`src/rtl/dmem_bus_bridge.sv`:
```
// dmem_bus_bridge: turns one memory-stage load/store into a valid/ready data-bus
// transaction, stalls the pipeline until it completes, and returns lane-aligned,
// extended load data. Flags illegal/misaligned requests and bus timeouts.
module dmem_bus_bridge #(
    parameter int unsigned TIMEOUT = 255    // cycles allowed in REQ+WAIT_R, must be >= 1
) (
    input  logic        clk,
    input  logic        rst,
    input  logic        req_rd_en,
    input  logic        req_wr_en,
    input  logic [31:0] req_addr,
    input  logic [31:0] req_wdata,
    input  logic [1:0]  req_length,
    input  logic        req_sign,
    output logic        stall,
    output logic [31:0] rdata,
    output logic        rdata_valid,
    output logic        err,
    output logic        bus_valid,
    input  logic        bus_ready,
    output logic        bus_we,
    output logic [31:0] bus_addr,
    output logic [31:0] bus_wdata,
    output logic [3:0]  bus_be,
    input  logic        bus_rvalid,
    input  logic [31:0] bus_rdata
);

    localparam int unsigned ADDR_W = 32;
    localparam int unsigned DATA_W = 32;
    localparam int unsigned BE_W   = 4;
    localparam int unsigned CNT_W  = (TIMEOUT < 1) ? 1 : $clog2(TIMEOUT + 1);

    localparam logic [CNT_W-1:0] TIMEOUT_C = CNT_W'(TIMEOUT);

    localparam logic [1:0] LEN_BYTE = 2'b00;
    localparam logic [1:0] LEN_HALF = 2'b01;
    localparam logic [1:0] LEN_WORD = 2'b10;

    typedef enum logic [1:0] {
        IDLE   = 2'b00,
        REQ    = 2'b01,
        WAIT_R = 2'b10,
        DONE   = 2'b11
    } state_t;

    // Bus request payload, held stable for the whole transaction.
    typedef struct packed {
        logic              we;
        logic [ADDR_W-1:0] addr;
        logic [DATA_W-1:0] wdata;
        logic [BE_W-1:0]   be;
    } bus_req_t;

    state_t            state_q, state_d;
    bus_req_t          breq_q, breq_d;
    logic              bus_valid_q, bus_valid_d;
    logic [1:0]        off_q, off_d;
    logic [1:0]        len_q, len_d;
    logic              sign_q, sign_d;
    logic [CNT_W-1:0]  cnt_q, cnt_d;
    logic [DATA_W-1:0] rdata_q, rdata_d;
    logic              rdata_valid_q, rdata_valid_d;
    logic              err_q, err_d;

    logic              req_any_c;
    logic              illegal_c;
    logic [BE_W-1:0]   be_c;
    logic [DATA_W-1:0] wdata_c;
    logic [DATA_W-1:0] shifted_c;
    logic [DATA_W-1:0] load_c;
    logic [CNT_W-1:0]  cnt_inc_c;
    logic              timeout_c;

    // Request decode: legality check, byte enables and lane-replicated store data.
    always_comb begin
        req_any_c = req_rd_en | req_wr_en;
        illegal_c = (req_rd_en & req_wr_en)
                  | (req_length == 2'b11)
                  | ((req_length == LEN_HALF) & req_addr[0])
                  | ((req_length == LEN_WORD) & (req_addr[1:0] != 2'b00));
        be_c    = 4'b1111;
        wdata_c = req_wdata;
        case (req_length)
            LEN_BYTE: begin
                be_c    = BE_W'(4'b0001 << req_addr[1:0]);
                wdata_c = {4{req_wdata[7:0]}};
            end
            LEN_HALF: begin
                be_c    = req_addr[1] ? 4'b1100 : 4'b0011;
                wdata_c = {2{req_wdata[15:0]}};
            end
            default: begin
                be_c    = 4'b1111;
                wdata_c = req_wdata;
            end
        endcase
    end

    // Load lane extraction and sign/zero extension of the returned bus word.
    always_comb begin
        shifted_c = bus_rdata >> {off_q, 3'b000};
        load_c    = shifted_c;
        case (len_q)
            LEN_BYTE: load_c = sign_q ? {{24{shifted_c[7]}}, shifted_c[7:0]}
                                      : {24'b0, shifted_c[7:0]};
            LEN_HALF: load_c = sign_q ? {{16{shifted_c[15]}}, shifted_c[15:0]}
                                      : {16'b0, shifted_c[15:0]};
            default:  load_c = shifted_c;
        endcase
    end

    // Timeout counter step; a bus event in the same cycle takes precedence.
    always_comb begin
        cnt_inc_c = cnt_q + CNT_W'(1);
        timeout_c = (cnt_inc_c == TIMEOUT_C);
    end

    // Next-state and registered-output logic.
    always_comb begin
        state_d       = state_q;
        breq_d        = breq_q;
        bus_valid_d   = bus_valid_q;
        off_d         = off_q;
        len_d         = len_q;
        sign_d        = sign_q;
        cnt_d         = cnt_q;
        rdata_d       = rdata_q;
        rdata_valid_d = 1'b0;
        err_d         = 1'b0;

        case (state_q)
            IDLE: begin
                if (req_any_c) begin
                    if (illegal_c) begin
                        err_d   = 1'b1;
                        state_d = DONE;
                    end else begin
                        breq_d.we    = req_wr_en;
                        breq_d.addr  = {req_addr[31:2], 2'b00};
                        breq_d.wdata = wdata_c;
                        breq_d.be    = be_c;
                        off_d        = req_addr[1:0];
                        len_d        = req_length;
                        sign_d       = req_sign;
                        cnt_d        = '0;
                        bus_valid_d  = 1'b1;
                        state_d      = REQ;
                    end
                end
            end
            REQ: begin
                cnt_d = cnt_inc_c;
                if (bus_ready) begin
                    bus_valid_d = 1'b0;
                    state_d     = breq_q.we ? DONE : WAIT_R;
                end else if (timeout_c) begin
                    bus_valid_d = 1'b0;
                    err_d       = 1'b1;
                    rdata_d     = '0;
                    state_d     = DONE;
                end
            end
            WAIT_R: begin
                cnt_d = cnt_inc_c;
                if (bus_rvalid) begin
                    rdata_d       = load_c;
                    rdata_valid_d = 1'b1;
                    state_d       = DONE;
                end else if (timeout_c) begin
                    err_d   = 1'b1;
                    rdata_d = '0;
                    state_d = DONE;
                end
            end
            DONE: begin
                state_d = IDLE;
            end
            default: begin
                state_d = IDLE;
            end
        endcase
    end

    // State and output registers with synchronous reset.
    always_ff @(posedge clk) begin
        if (rst) begin
            state_q       <= IDLE;
            breq_q        <= '0;
            bus_valid_q   <= 1'b0;
            off_q         <= 2'b00;
            len_q         <= 2'b00;
            sign_q        <= 1'b0;
            cnt_q         <= '0;
            rdata_q       <= '0;
            rdata_valid_q <= 1'b0;
            err_q         <= 1'b0;
        end else begin
            state_q       <= state_d;
            breq_q        <= breq_d;
            bus_valid_q   <= bus_valid_d;
            off_q         <= off_d;
            len_q         <= len_d;
            sign_q        <= sign_d;
            cnt_q         <= cnt_d;
            rdata_q       <= rdata_d;
            rdata_valid_q <= rdata_valid_d;
            err_q         <= err_d;
        end
    end

    // Stall is combinational so the pipeline is held in the request cycle itself.
    assign stall       = req_any_c & (state_q != DONE);
    assign rdata       = rdata_q;
    assign rdata_valid = rdata_valid_q;
    assign err         = err_q;
    assign bus_valid   = bus_valid_q;
    assign bus_we      = breq_q.we;
    assign bus_addr    = breq_q.addr;
    assign bus_wdata   = breq_q.wdata;
    assign bus_be      = breq_q.be;

endmodule

```
`config.mk`:
```
export PLATFORM = sky130hd
export DESIGN_NAME = dmem_bus_bridge
export DESIGN_NICKNAME = d
export VERILOG_FILES = /design/src/rtl/dmem_bus_bridge.sv
export SDC_FILE = /design/constraint.sdc
export NUM_CORES = 1
export LEC_CHECK = 0
export BUFFER_PORTS_ARGS = -buffer_cell sky130_fd_sc_hd__buf_2
export CORE_ASPECT_RATIO = 2
export CORE_MARGIN = 4
export CORE_UTILIZATION = 53
export CTS_CLUSTER_SIZE = 25
export DETAILED_ROUTE_END_ITERATION = 8
export PLACE_DENSITY = 0.85
export SETUP_SLACK_MARGIN = 0.02
export SLEW_MARGIN = 20
export SYNTH_ARGS = -nofsm -noshare
export SYNTH_HDL_FRONTEND = slang
export SYNTH_SLANG_ARGS = --single-unit
```
`constraint.sdc`:
```
create_clock -name clk -period 3.2 [get_ports clk]
set_clock_uncertainty 0.1 [all_clocks]
set_input_delay 0.64 -clock clk [delete_from_list [all_inputs] [get_ports clk]]
set_output_delay 0.64 -clock clk [all_outputs]
set_load 0.01 [all_outputs]
```
**Yosys cells after proc, flatten, opt, wreduce, memory -nomap -nowiden**

Cells that the tools add are included.

- Flip-flop bits (word level): 117
- Input port bits: 105
- Output and inout port bits: 105
- Word-level logic and storage cells: 84

- $add $sub $neg: 1
- Equal/unequal tests: 13
- Shifts and indexed selects: 2
- Muxes and demuxes: 32
- Bitwise logic cells: 10
- Reduce and logical (&&, ||, !) cells: 13

Operators with widths:

| kind | number |
|---|---|
| $pmux 32 s2 | 3 |
| $mux 32 | 5 |
| $shr 32x5->32 | 1 |
| $mux 8 | 2 |
| $pmux 8 s2 | 1 |
| $mux 1 | 11 |
| $mux 2 | 5 |
| $add 8x1->8 const B | 1 |
| $eq 2x2->1 const B | 4 |
| $eq 8x8->1 const B | 1 |
| $ne 2x2->1 const B | 4 |
| $pmux 2 s4 | 1 |
| $pmux 4 s2 | 1 |
| $reduce_bool 2->1 | 4 |
| $eq 2x1->1 const B | 3 |
| $logic_not 2->1 | 3 |
| $reduce_and 3->1 | 2 |
| $and 1x1->1 | 4 |
| $mux 4 | 1 |
| $or 1x1->1 | 4 |
| $reduce_and 4->1 | 1 |
| $reduce_or 2->1 | 2 |
| $shl 1x2->4 const A | 1 |
| $ne 3x3->1 const B | 1 |
| other kinds (4) | 5 |

**Depth between registers and ports, before layout**

- Depth in word-level cells: 7
- Gate-level depth with buffers: 9

**Worst setup path before layout**

No wires, ideal clock.

- Path type: register -> register
- From: register state_q[1]
- To: register rdata_q[12] (netlist: rdata[12])
- Library setup time: 0.117 ns
- Data arrival time: 1.829 ns
- Required time: 2.983 ns
- Slack: 1.154 ns
- Stages on the path, launching flop included: 10
- Buffers on the path: 2
- Period minus slack after synthesis: 2.046 ns
- Path through: dfxtp_1 -> inv_1 -> ha_1 -> clkbuf_1 -> nand2_1 -> nor4_1 -> a211oi_1 -> o31a_1 -> buf_6 -> a22o_1

- Cells in the longest elaborated chain, start to end: 3

RTL lines:

| what | line | text |
|---|---|---|
| start, declared | 55 | `state_t state_q, state_d;` |
| start signal, assigned | 199 | `state_q <= state_d;` |
| $eq 2x1->1 or $eq 2x2->1 (tied branches) | 132 | `case (state_q)` |
| $ne 2x2->1 (no line) or $reduce_bool 2->1 (tied branches) | - |  |
| $reduce_and 2->1 (no line) | - |  |
| end signal, assigned | 206 | `rdata_q <= rdata_d;` |
| end, declared | 62 | `logic [DATA_W-1:0] rdata_q, rdata_d;` |

Several ways; a longest one is shown, not always the timed one.
A chain may end at the register's enable or synchronous reset.

**Final worst setup path**

- From: register cnt_q[1]
- To: register rdata_q[11] (netlist: rdata[11])

- Cells in the longest elaborated chain, start to end: 5

RTL lines:

| what | line | text |
|---|---|---|
| start, declared | 61 | `logic [CNT_W-1:0] cnt_q, cnt_d;` |
| start signal, assigned | 205 | `cnt_q <= cnt_d;` |
| $add 8x1->8 (*) | 115 | `cnt_inc_c = cnt_q + CNT_W'(1);` |
| $eq 8x8->1 (*) | 116 | `timeout_c = (cnt_inc_c == TIMEOUT_C);` |
| $mux 32 (*) | - |  |
| $mux 32, on equally long branches | - |  |
| $pmux 32 s2 (*) | - |  |

Mark *: on every way between the ends. The rest lies on a longest branch, timed or not. The select of a mux whose other input is x is not followed.

==> results.sh <==
export IMPL_path_delay_family="compound AO/OA/AOI/OAI gates"
export IMPL_grt_ovfl_total=0
export IMPL_ff2ff_path_depth=7
export IMPL_cts_buffers=17
export IMPL_routed_wl_um=16700
export IMPL_dieArea_sq_um=12300
export IMPL_cp_start_kind="flop"
export IMPL_yosys_area_top_type="dfxtp_1"
export IMPL_switchingPower_mw=1.54
export IMPL_syn_to_final_growth_pct=29.8
export IMPL_clockBufferDepth=2
export IMPL_final_cell_mix="buf_2 (207), nand2_1 (160), dfxtp_1 (117)"
export IMPL_clock_fmax_mhz=370
export IMPL_hold_path_class="flop to flop"
export IMPL_clkTransAtPathRegs_ns=0.06
export IMPL_relSlewSlack=0.394
export IMPL_place_area_sq_um=6660
export IMPL_swShare=0.325
export IMPL_register_area_sq_um=2340
export IMPL_ys_ff_latch=117
export IMPL_sequentialPowerShare=0.368
export IMPL_grt_util_all_layers=0.266
export IMPL_maxSlewViolCount=0
export IMPL_rrSetupSlack_ns=0.50
export IMPL_fin_setup_tns_ns=0
export IMPL_p_clk_frac=0.382
export IMPL_final_nets=991
export IMPL_r2r_end="rdata[11]"
export IMPL_critPathLaunch="cnt_q[1]"
export IMPL_worstReg2RegStart="cnt_q[1]"
export IMPL_worstHoldStart="rdata[19]"
export IMPL_grt_pass1_wl_um=25800
export IMPL_io_buffer_count=207
export IMPL_worst_slack_ns=0.498
export IMPL_slowest_stage="a31oi_1"
export IMPL_netlist_top_cells_area="dfxtp_1 (42%), nand2_1 (11%), a21oi_1 (8.6%), mux2i_1 (4.5%), o21ai_0 (3.0%)"
export IMPL_grt_start_max_net_pins=52
export IMPL_vdd_drop_max_uv=488
export IMPL_via_per_inst=5.56
export IMPL_cap_violations=0
export IMPL_clock_sinks=117
export IMPL_synth_ff_type="dfxtp_1"
export IMPL_end_kind="flop"
export IMPL_post_route_period_util=0.844
export IMPL_multi_input_area_sq_um=2960
export IMPL_final_common_cell="buf_2"
export IMPL_clk_latency_ns=0.40
export IMPL_critPathKind="flop to flop"
export IMPL_fp_row_count=52
export IMPL_path_buf_inv=1
export IMPL_yosys_warnings=0
export IMPL_period_minus_slack_ns=2.70
export IMPL_min_path_cells=1
export IMPL_antenna_found_initial=1
export IMPL_drt_iter0_drc=240
export IMPL_start_util=0.547
export IMPL_arrival_ns=2.95
export IMPL_cts_resized=0
export IMPL_worst_ep_required_time_ns=3.45
export IMPL_cts_max_level=4
export IMPL_critPathMaxStageDelay_ns=0.74
export IMPL_vias=5709
export IMPL_place_gp_congestion=0.855
export IMPL_die_w_um=80.6
export IMPL_yosysTopAreaCellShare=0.420
export IMPL_p_int_mw=3.20
export IMPL_avgSynthCellArea_sq_um=8.06
export IMPL_whs_endpoint="rdata[19]"
export IMPL_syn_inst=693
export IMPL_comb_power_share=0.250
export IMPL_worst_pin_slew_ns=0.905
export IMPL_path_max_fanout=22
export IMPL_drt_pre_antenna_iters=5
export IMPL_synth_edff_count=0
export IMPL_setup_viol=0
export IMPL_core_area_sq_um=10200
export IMPL_cts_setup_buffers=0
export IMPL_wl_per_cell_um=16.2
export IMPL_power_leakage_nw=3.27
export IMPL_async_flop_share=0
export IMPL_hold_buffers=0
export IMPL_fillCellCount=839
export IMPL_drc=0
export IMPL_die_h_um=153
export IMPL_cts_root_buf="clkbuf_16"
export IMPL_cts_tree="yes"
export IMPL_hpwlAfterDp_um=12300
export IMPL_grt_pass1_vias=5431
export IMPL_syn_area_sq_um=5580
export IMPL_p_per_area_nw_per_um2=654
export IMPL_rsz0062_at_grt="false"
export IMPL_yosys_cell_types_count=52
export IMPL_hold_viol=0
export IMPL_drive_gt1_frac=0.309
export IMPL_dp_worst_setup_slack_ns=0.456
export IMPL_ys_seq_area_frac=0.420
export IMPL_antenna_left=0
export IMPL_outcome="completed"
export IMPL_final_cell_area_sq_um=7250
export IMPL_io_pin_count=210
export IMPL_crit_chain="ha_1, nand4_1, xnor2_1, a31oi_1, o31a_1, buf_4, a22o_1"
registers in the layout, summed over array words and instances, names as in the netlist, 2 cells and up:
register,flops
bus_addr,30
bus_be,4
bus_wdata,32
cnt_q,8
len_q,2
off_q,2
rdata,32
state_q,2
worst max-delay path by stage:
| stage | end | cells after the start |
|---|---|---|
| after global routing | rdata[10] | 7 |
| after floorplan | rdata[12] | 9 |
| after global placement | rdata[11] | 7 |
| after CTS | rdata[13] | 7 |
| final | rdata[11] | 7 |
| after detailed placement | rdata[13] | 7 |
per-stage QoR:
| step | instances | total power [mW] | hold slack (ns) | util |
|---|---|---|---|---|
| 2_1_floorplan | 694 | 2.50 | 0.350 | - |
| 3_3_place_gp | 994 | 2.91 | 0.329 | 0.652 |
| 3_5_place_dp | 994 | 2.94 | 0.335 | 0.652 |
| 4_1_cts | 1026 | 4.76 | 0.349 | 0.709 |
| 5_1_grt | 1027 | 4.98 | 0.357 | 0.710 |
| 6_report | 1027 | 4.74 | 0.344 | 0.710 |
area by class of cell:
cell class | instances | share of cell area
antenna | 1 | 0.000345
clock buffer | 19 | 0.0625
clock inverter | 13 | 0.0171
inverter | 17 | 0.00880
multi-input combinational | 506 | 0.408
sequential | 117 | 0.323
tap | 135 | 0.0233
timing repair buffer | 219 | 0.157
metal layers:
metal  routed length (um)  track usage
met5                    0            0
met4                  757        0.147
met3                 1300       0.0730
met2                 8770        0.471
met1                 5840        0.272
worst reg2reg max path: stages, from the launching register on:
cell	delay, ns
dfxtp_1	0.49
ha_1	0.33
nand4_1	0.17
xnor2_1	0.18
a31oi_1	0.74
o31a_1	0.20
buf_4	0.25
a22o_1	0.19
cell families after synthesis:
family | count (synthesis) | share of synthesized area
compound gates | 227 | 0.254
simple gates | 225 | 0.169
flops | 117 | 0.420
buf+inv | 71 | 0.0549
mux | 40 | 0.0771
fa+ha+maj | 9 | 0.0197
xor+xnor | 3 | 0.00471
other cells | 1 | 0.000672
synthesized netlist by cell type, drive strengths merged, types with 4 or more instances:
| cell type | n |
|---|---|
| a21oi | 97 |
| a31oi | 4 |
| a211oi | 18 |
| a311oi | 11 |
| o211ai | 10 |
| a21o | 17 |
| dfxtp | 117 |
| buf | 20 |
| nand2 | 160 |
| o21ai | 34 |
| nor3 | 6 |
| mux2i | 25 |
| a22o | 6 |
| mux2 | 14 |
| nand3 | 6 |
| inv | 17 |
| o31ai | 13 |
| nor2b | 6 |
| nor2 | 31 |
| o32ai | 6 |
| clkbuf | 34 |
| or2 | 4 |
| ha | 8 |
power groups by stage:
| stage | sequential (mW) | clock [mW] | combinational (mW) |
|---|---|---|---|
| after floorplan | 1.83 | 0 | 0.677 |
| after global placement | 1.76 | 0 | 1.15 |
| after detailed placement | 1.77 | 0 | 1.17 |
| after CTS | 1.74 | 1.84 | 1.17 |
| after global routing | 1.76 | 1.92 | 1.30 |
| final | 1.74 | 1.81 | 1.18 |
Power figures use the tool's default switching activity.
